`src/rtl/eth_pcs_tx_scrambler_pkg.sv`:
```
// Shared types and constants for the 10GBASE-R TX scrambler slice.
// Mode encodings, LFSR lengths/taps and the mode sanitising helper.
package eth_pcs_tx_scrambler_pkg;

  typedef enum logic [1:0] {
    TX_MODE_NORMAL = 2'b00,
    TX_MODE_PRBS31 = 2'b01,
    TX_MODE_BYPASS = 2'b10
  } tx_test_mode_e;

  localparam int SCR_LEN  = 58;
  localparam int SCR_TAP  = 39;
  localparam int PRBS_LEN = 31;
  localparam int PRBS_TAP = 28;

  // The unused 2'b11 encoding falls back to normal scrambling.
  function automatic tx_test_mode_e to_tx_mode(input logic [1:0] raw);
    tx_test_mode_e m;
    case (raw)
      2'b01:   m = TX_MODE_PRBS31;
      2'b10:   m = TX_MODE_BYPASS;
      default: m = TX_MODE_NORMAL;
    endcase
    return m;
  endfunction

endpackage

```
`src/rtl/eth_pcs_tx_scrambler_prbs31_gen.sv`:
```
// Parallel PRBS31 (1+x^28+x^31) generator producing W_DATA+W_SYNC bits per cycle,
// MSB first on the wire; advances by the wide or narrow count when i_adv is set.
module eth_pcs_prbs31_gen
  import eth_pcs_tx_scrambler_pkg::*;
#(
  parameter int                    W_DATA = 32,
  parameter int                    W_SYNC = 2,
  parameter logic [PRBS_LEN-1:0]   SEED   = 31'h7FFF_FFFF
) (
  input  logic                     i_clk,
  input  logic                     i_reset,
  input  logic                     i_adv,
  input  logic                     i_wide,
  output logic [W_DATA+W_SYNC-1:0] o_pat
);

  localparam int W_MAX = W_DATA + W_SYNC;

  // r_state[j] is the sequence bit emitted j+1 positions before the next one.
  logic [PRBS_LEN-1:0] r_state;
  logic [PRBS_LEN-1:0] w_next_wide;
  logic [PRBS_LEN-1:0] w_next_narrow;

  always_comb begin : p_lfsr
    logic [PRBS_LEN+W_MAX-1:0] v_e;
    v_e = '0;
    for (int k = 0; k < PRBS_LEN; k++) begin
      v_e[k] = r_state[PRBS_LEN-1-k];
    end
    for (int n = 0; n < W_MAX; n++) begin
      v_e[PRBS_LEN+n] = v_e[PRBS_LEN+n-PRBS_TAP] ^ v_e[n];
    end
    o_pat = '0;
    for (int n = 0; n < W_MAX; n++) begin
      o_pat[W_MAX-1-n] = v_e[PRBS_LEN+n];
    end
    w_next_wide   = '0;
    w_next_narrow = '0;
    for (int j = 0; j < PRBS_LEN; j++) begin
      w_next_wide[j]   = v_e[PRBS_LEN+W_MAX-1-j];
      w_next_narrow[j] = v_e[PRBS_LEN+W_DATA-1-j];
    end
  end

  always_ff @(posedge i_clk) begin
    if (!i_reset) begin
      r_state <= SEED;
    end else if (i_adv) begin
      r_state <= i_wide ? w_next_wide : w_next_narrow;
    end
  end

endmodule

```
`src/rtl/eth_pcs_tx_scrambler.sv`:
```
// TX PCS scrambler: self-synchronous 1+x^39+x^58 payload scrambler with PRBS31
// test-pattern and bypass modes, stepped by the gearbox clock enable.
module eth_pcs_tx_scrambler
  import eth_pcs_tx_scrambler_pkg::*;
#(
  parameter int                  W_DATA          = 32,
  parameter int                  W_SYNC          = 2,
  parameter int                  W_TRANS_PER_BLK = 1,
  parameter logic [SCR_LEN-1:0]  SCR_SEED        = 58'h3FF_FFFF_FFFF_FFFF,
  parameter logic [PRBS_LEN-1:0] PRBS_SEED       = 31'h7FFF_FFFF
) (
  input  logic                       i_clk,
  input  logic                       i_reset,
  input  logic                       i_clk_en,
  input  logic [W_TRANS_PER_BLK-1:0] i_trans_cnt,
  input  logic [1:0]                 i_mode,
  input  logic [W_SYNC-1:0]          i_sync_data,
  input  logic [W_DATA-1:0]          i_data,
  output logic [W_SYNC-1:0]          o_sync_data,
  output logic [W_DATA-1:0]          o_scr_data,
  output logic [1:0]                 o_mode
);

  localparam int W_MAX = W_DATA + W_SYNC;

  tx_test_mode_e     r_mode;
  logic [SCR_LEN-1:0] r_scr;

  logic               w_first;
  logic               w_last;
  logic               w_scr_adv;
  logic               w_prbs_adv;
  logic [W_DATA-1:0]  w_scr_data;
  logic [SCR_LEN-1:0] w_scr_next;
  logic [W_MAX-1:0]   w_pat;

  assign w_first    = (i_trans_cnt == '0);
  assign w_last     = (i_trans_cnt == '1);
  assign w_scr_adv  = i_clk_en && (r_mode == TX_MODE_NORMAL);
  assign w_prbs_adv = i_clk_en && (r_mode == TX_MODE_PRBS31);

  // r_scr[j] is the scrambled bit sent j+1 positions before this word's first bit;
  // later bits in the word may tap earlier bits of the same word.
  always_comb begin : p_scramble
    logic [SCR_LEN+W_DATA-1:0] v_e;
    v_e = '0;
    for (int k = 0; k < SCR_LEN; k++) begin
      v_e[k] = r_scr[SCR_LEN-1-k];
    end
    for (int n = 0; n < W_DATA; n++) begin
      v_e[SCR_LEN+n] = i_data[W_DATA-1-n] ^ v_e[SCR_LEN+n-SCR_TAP] ^ v_e[n];
    end
    w_scr_data = '0;
    for (int n = 0; n < W_DATA; n++) begin
      w_scr_data[W_DATA-1-n] = v_e[SCR_LEN+n];
    end
    w_scr_next = '0;
    for (int j = 0; j < SCR_LEN; j++) begin
      w_scr_next[j] = v_e[SCR_LEN+W_DATA-1-j];
    end
  end

  eth_pcs_prbs31_gen #(
    .W_DATA (W_DATA),
    .W_SYNC (W_SYNC),
    .SEED   (PRBS_SEED)
  ) u_prbs (
    .i_clk   (i_clk),
    .i_reset (i_reset),
    .i_adv   (w_prbs_adv),
    .i_wide  (w_first),
    .o_pat   (w_pat)
  );

  always_ff @(posedge i_clk) begin
    if (!i_reset) begin
      r_scr  <= SCR_SEED;
      r_mode <= TX_MODE_NORMAL;
    end else begin
      if (w_scr_adv) begin
        r_scr <= w_scr_next;
      end
      // Mode changes only take effect at a block boundary.
      if (i_clk_en && w_last) begin
        r_mode <= to_tx_mode(i_mode);
      end
    end
  end

  always_comb begin
    o_sync_data = '0;
    o_scr_data  = '0;
    o_mode      = TX_MODE_NORMAL;
    if (i_reset) begin
      o_mode = r_mode;
      case (r_mode)
        TX_MODE_PRBS31: begin
          if (w_first) begin
            {o_sync_data, o_scr_data} = w_pat;
          end else begin
            o_scr_data = w_pat[W_MAX-1 -: W_DATA];
          end
        end
        TX_MODE_BYPASS: begin
          o_sync_data = i_sync_data;
          o_scr_data  = i_data;
        end
        default: begin
          o_sync_data = i_sync_data;
          o_scr_data  = w_scr_data;
        end
      endcase
    end
  end

endmodule

```
`config.mk`:
```
export PLATFORM = sky130hd
export DESIGN_NAME = eth_pcs_tx_scrambler
export DESIGN_NICKNAME = d
export VERILOG_FILES = /design/src/rtl/eth_pcs_tx_scrambler_pkg.sv /design/src/rtl/eth_pcs_tx_scrambler_prbs31_gen.sv /design/src/rtl/eth_pcs_tx_scrambler.sv
export SDC_FILE = /design/constraint.sdc
export NUM_CORES = 1
export LEC_CHECK = 0
export CAP_MARGIN = 15
export CORE_MARGIN = 2
export CORE_UTILIZATION = 30
export DETAILED_ROUTE_END_ITERATION = 10
export GPL_TIMING_DRIVEN = 0
export PLACE_DENSITY = 0.48
export SETUP_SLACK_MARGIN = 0.05
export SLEW_MARGIN = 30
export SYNTH_ARGS = -nofsm -noshare
export SYNTH_HDL_FRONTEND = slang
export SYNTH_SLANG_ARGS = --single-unit
```
`constraint.sdc`:
```
create_clock -name i_clk -period 4.15 [get_ports i_clk]
set_input_delay 0.83 -clock i_clk [delete_from_list [all_inputs] [get_ports i_clk]]
set_output_delay 0.83 -clock i_clk [all_outputs]
set_load 0.01 [all_outputs]
```
==> flow_metrics.tcl, run 1 <==
set metrics [dict create \
    core_area_um2 16600 \
    syn_to_final_growth_pct 27.4 \
    cp_num_buf_inv 4 \
    drive_gt1_frac 0.0408 \
    portBuffers 74 \
    drv_slew 0 \
    track_usage 0.209 \
    synth.avg_cell_area_um2 7.62 \
    status "finished clean" \
    startpoint_type "input pin" \
    route.antenna.remaining_nets 0 \
    fin_crit_ns 4.06 \
    tns_ns 0 \
    cp_slowest_cell "clkdlybuf4s50_1" \
    hold_path_depth 2 \
    grt_overflow_total 0 \
    finalHoldViolCount 0 \
    drv_cap 0 \
    crit_family "buffers and inverters" \
    layout_common_cells "190 x nand2_1, 95 x xnor2_1, 91 x dfxtp_1" \
    slew_headroom 0.572 \
    post_drt_via_cell_ratio 5.08 \
    period_share 0.978 \
    cp.arrival_ns 3.23 \
    die_area_um2 18000 \
    worst_hold_slack_ns 0.471 \
    syn_nets 712 \
    ys_seq_area_frac 0.358 \
    cp_max_fo 10 \
    drtPass1Iterations 5 \
    antenna_found_initial 0 \
    numCtsBuffers 9 \
    p_leak_nw 2.68 \
    post_drt_wl_per_cell_um 19.0 \
    rsz0062_at_grt "no" \
    dieWidth_um 134 \
    endpoint_kind "primary output" \
    row_count 47 \
    hpwl_mm 14.4 \
    root_buffer "clkbuf_16" \
    clock_path_buffers 2 \
    worst_pin_slew_ns 0.642 \
    max-vdd-ir-drop_uv 164 \
    worstSkewPairLatency_ns 0.35 \
    antenna_cells 0 \
    ys_types 23 \
    hold_path_class "flip-flop to flip-flop" \
    ios 76 \
    wirelength_mm 18.6 \
    path_clk_slew_ns 0.06 \
    holdBufCountCts 0 \
    cts_max_level 3 \
    critPathMaxStageDelay_ns 0.59 \
    setup_viol 0 \
    tritoncts "done" \
    worst_ep_required_time_ns 3.32 \
    netlist_area_um2 5090 \
    start_util 0.307 \
    synthCells 669 \
    yosys_warnings 0 \
    drt_iter0_drc 355 \
    crit_cells 7 \
    fmax_mhz 246 \
    critPathMostFrequentCell "clkdlybuf4s50_1" \
    clock_skew_ns 0.00453 \
    cts.sinks 91 \
    gp_congestion 0.902 \
    grt_pass1_wl_mm 28.1 \
    nNetsFinal 797 \
    die-height_um 134 \
    power_density_nw_per_um2 411 \
    critical_path_class "input pin to primary output" \
    reg2reg_depth 7 \
    num_vias 4973 \
    drc 0 \
    ys_ff_latch 91 \
    grt_pass1_vias 4885 \
    grt_max_degree 16 \
    mostFrequentLayoutCell "nand2_1" \
    worstPathCellList "clkdlybuf4s50_1 -> inv_2 -> buf_4 -> mux2i_1 -> a22oi_1 -> a21oi_1 -> clkdlybuf4s50_1" \
]
## Yosys cell counts, drive strengths merged
cell type  instances  area share
and2               6      0.0074
nor3               1     0.00098
xnor2             95        0.16
dfxtp             91        0.36
nand3             88       0.086
ha                 3      0.0074
a22oi             26       0.038
a21oi             30       0.029
nand2            190        0.14
o21ai             35       0.034
clkbuf            38       0.028
a31oi              5      0.0061
buf               13       0.014
a32oi              1      0.0017
nor2b              2      0.0025
o22ai              2      0.0025
inv                5      0.0037
xnor3              3       0.013
mux2i             29       0.057
nor2               4      0.0029
nor3b              2      0.0029
## logic make-up after synthesis
| family | after synthesis | synth area share |
|---|---|---|
| compound gates | 99 | 0.112 |
| fa+ha+maj | 3 | 0.00737 |
| buf+inv | 56 | 0.0459 |
| simple gates | 293 | 0.243 |
| xor+xnor | 98 | 0.177 |
| mux | 29 | 0.0570 |
| flops | 91 | 0.358 |
## report_power, final
part | internal [mW] | total, mW | switching [mW]
clock | 0.667 | 1.04 | 0.375
sequential | 0.938 | 1.01 | 0.0738
combinational | 0.293 | 0.615 | 0.322
## per-stage QoR
step | power (mW) | area [µm²] | setup slack [ns] | utilization | instances
2_1_floorplan | 1.37 | 5090 | 1.61 | - | 669
3_3_place_gp | 1.64 | 6110 | 0.149 | 0.368 | 963
3_5_place_dp | 1.64 | 6110 | 0.119 | 0.368 | 963
4_1_cts | 2.68 | 6490 | 0.0985 | 0.391 | 979
5_1_grt | 2.78 | 6490 | 0.0568 | 0.391 | 979
6_report | 2.67 | 6490 | 0.0903 | 0.391 | 979
## area by class of cell
cell class	count	area, µm²
clock inverter	6	136
fill	1763	10100
buffer	51	215
multi-input combinational	522	3040
clock buffer	10	239
inverter	5	18.8
tap	220	275
sequential	91	1820
timing repair buffer	74	741
## worst reg2reg max path: cells and delay by family (launching register included)
family	cells	cell delay [ns]
and+or+nand+nor	3	0.34
adders and majority gates	1	0.24
DFF	1	0.37
buffers and inverters	3	0.78
## repair_timing
action                                  4_1_cts  5_1_grt
resized for setup                             0        1
endpoints found under the setup margin        0        1
buffers inserted                              0        0
endpoints found under the hold margin         0        0
## per-layer routing
metal | up-vias | track usage | part of all wire
met4 | 0 | 0.0825 | 0.027
met3 | 27 | 0.0276 | 0.043
met1 | 2404 | 0.271 | 0.45
met5 | - | 0 | 0
met2 | 130 | 0.351 | 0.48
li1 | 2412 | - | -
## sequential cells by signal, indices dropped and copies added (netlist names)
signal,flops
r_mode,2
r_scr,58
u_prbs.r_state,31
## path summary, 6_finish.rpt
path	to	start	slack (ns)
min reg2reg	r_scr[5]$_SDFFE_PN1P_	r_scr[5]$_SDFFE_PN1P_	0.47
max reg2reg	r_scr[19]$_SDFFE_PN1P_	r_mode[0]$_SDFFE_PN0P_	2.36
max	o_scr_data[22]	i_trans_cnt	0.09
min	r_scr[5]$_SDFFE_PN1P_	r_scr[5]$_SDFFE_PN1P_	0.47
Note: power is estimated with default switching activity, not from simulation.
==> run 2, diff against run 1 <==
--- a/config.mk
+++ b/config.mk
@@ -6,8 +6,11 @@
 export NUM_CORES = 1
 export LEC_CHECK = 0
 export CAP_MARGIN = 15
+export CORE_ASPECT_RATIO = 2
 export CORE_MARGIN = 2
 export CORE_UTILIZATION = 30
+export CTS_BUF_LIST = sky130_fd_sc_hd__clkbuf_8
+export CTS_CLUSTER_SIZE = 24
 export DETAILED_ROUTE_END_ITERATION = 10
 export GPL_TIMING_DRIVEN = 0
 export PLACE_DENSITY = 0.48
==> run 2 against run 1 <==
Against the previous run:
- core utilization shrank 1.4 points
- clock power shrank 37%
- via count shrank 0.34%
- sequential cell count is the same
- critical path depth is the same
- hold slack gained 0.0013 ns
- sequential share of layout area grew 0.85 points
- register-to-register slack gained 0.03 ns
- design area shrank 2.9%
- first-iteration DRC count shrank 23%
- critical path type unchanged
- die area grew 0.35%
- global-route usage grew 1.7 points
==> flow_metrics.tcl, run 2 (synthesis gave the netlist of run 1 again) <==
set metrics [dict create \
    r2r_setup_slack_ns 2.39 \
    track_usage 0.226 \
    antenna_found_initial 0 \
    drt_iter0_drc 275 \
    grt_pass1_wl_mm 29.5 \
    setup_viol 0 \
    gp_congestion 0.875 \
    rr_endpoint "r_scr[25]$_SDFFE_PN1P_" \
    ios 76 \
    fmax_mhz 253 \
    drtPass1Iterations 7 \
    post_cts.repair.setup_buffers 0 \
    p_leak_nw 2.60 \
    endpoint_kind "primary output" \
    clock_skew_ns 0.0169 \
    antenna_cells 0 \
    mostFrequentLayoutCell "nand2_1" \
    numCtsBuffers 9 \
    nNetsFinal 797 \
    worst_ep_required_time_ns 3.32 \
    cts_max_level 3 \
    post_drt_wl_per_cell_um 20.2 \
    drc 0 \
    dp_cells 950 \
    portBuffers 74 \
    period_share 0.951 \
    max-vdd-ir-drop_uv 158 \
    grt_overflow_total 0 \
    worst_pin_slew_ns 0.727 \
    tritoncts "done" \
    grt_max_degree 18 \
    cts_resized 0 \
    cts.sinks 91 \
    drive_gt1_frac 0.0395 \
    root_buffer "clkbuf_8" \
    reg2reg_depth 7 \
    hold_end "r_scr[33]$_SDFFE_PN1P_" \
    fin_crit_ns 3.95 \
    post_drt_via_cell_ratio 5.13 \
    wirelength_mm 19.5 \
    reg.largest.list "r_scr x58, u_prbs.r_state x31, r_mode x2" \
    hold_path_class "flip-flop to flip-flop" \
    layout_common_cells "190 x nand2_1, 95 x xnor2_1, 91 x dfxtp_1" \
    rr_startpoint "r_mode[0]$_SDFFE_PN0P_" \
    status "finished clean" \
    grt_pass1_vias 5096 \
    cp.arrival_ns 3.12 \
    worst_hold_slack_ns 0.472 \
    drv_cap 0 \
    critical_path_class "input pin to primary output" \
    num_vias 4956 \
    hpwl_mm 16.1 \
    multi_input_area_um2 3040 \
    row_count 67 \
    drv_slew 0 \
    instances_no_fill 966 \
    rsz0062_at_grt "no" \
    core_area_um2 16700 \
    start_util 0.305 \
    die-height_um 188 \
    holdBufCountCts 0 \
    regArea_um2 1820 \
    worstSkewPairLatency_ns 0.40 \
    utilization 0.378 \
    largest_reg_flops 58 \
    min_from "r_scr[1]$_SDFFE_PN1P_" \
    route.antenna.remaining_nets 0 \
    cp_max_fo 10 \
    dieWidth_um 96.2 \
    finalHoldViolCount 0 \
    clock_path_buffers 2 \
    die_area_um2 18100 \
    power_density_nw_per_um2 365 \
    slew_headroom 0.515 \
    hold_path_depth 2 \
    tns_ns 0 \
    startpoint_type "input pin" \
    fillers 1773 \
    path_clk_slew_ns 0.10 \
    regMostFlops "r_scr" \
    syn_to_final_growth_pct 23.6 \
]
## run 2: area by class of cell
| class | instances | share of cell area |
|---|---|---|
| Inverter | 5 | 0.00298 |
| Clock buffer | 9 | 0.0197 |
| Multi-Input combinational cell | 522 | 0.482 |
| Timing Repair Buffer | 74 | 0.118 |
| Clock inverter | 7 | 0.0129 |
| Tap cell | 207 | 0.0411 |
| Buffer | 51 | 0.0342 |
| Sequential cell | 91 | 0.289 |
## run 2: how the worst max path moves through the flow
stage	depth (start not counted)	from	slack [ns]	endpoint
5_1_grt	7	i_trans_cnt	0.12	o_scr_data[1]
6_report	7	i_trans_cnt	0.20	o_scr_data[4]
3_5_place_dp	7	i_trans_cnt	0.23	o_scr_data[4]
2_1_floorplan	5	i_trans_cnt	1.61	o_scr_data[1]
4_1_cts	7	i_trans_cnt	0.22	o_scr_data[20]
3_3_place_gp	7	i_trans_cnt	0.22	o_scr_data[20]
## run 2: critical path, cell delays in order
cell             delay [ns]
clkdlybuf4s50_1        0.62
inv_2                  0.14
buf_2                  0.24
nor2_1                 0.17
o21ai_0                0.18
a31oi_1                0.33
clkdlybuf4s50_1        0.60
## run 2: through the flow
stage / power (mW) / cell area, µm² / setup WS [ns]
final: 2.30 / 6300 / 0.205
after global routing: 2.41 / 6300 / 0.116
after CTS: 2.31 / 6300 / 0.223
after detailed placement: 1.66 / 6090 / 0.231
after global placement: 1.65 / 6090 / 0.224
after floorplan: 1.37 / 5090 / 1.61
## run 2: routing by layer
metal  track usage  vias up  part of all wire
li1              -     2408                 -
met1         0.234     2355              0.35
met2         0.425      145              0.57
met3        0.0248       48             0.031
met4         0.117        0             0.049
met5             0        -                 0
## run 2: power breakdown
group	switching, mW	internal, mW	total [mW]	leakage, nW
registers	0.0881	0.937	1.03	0.751
logic	0.322	0.292	0.614	1.75
clock network	0.371	0.288	0.659	0.101
total	0.781	1.52	2.30	2.60
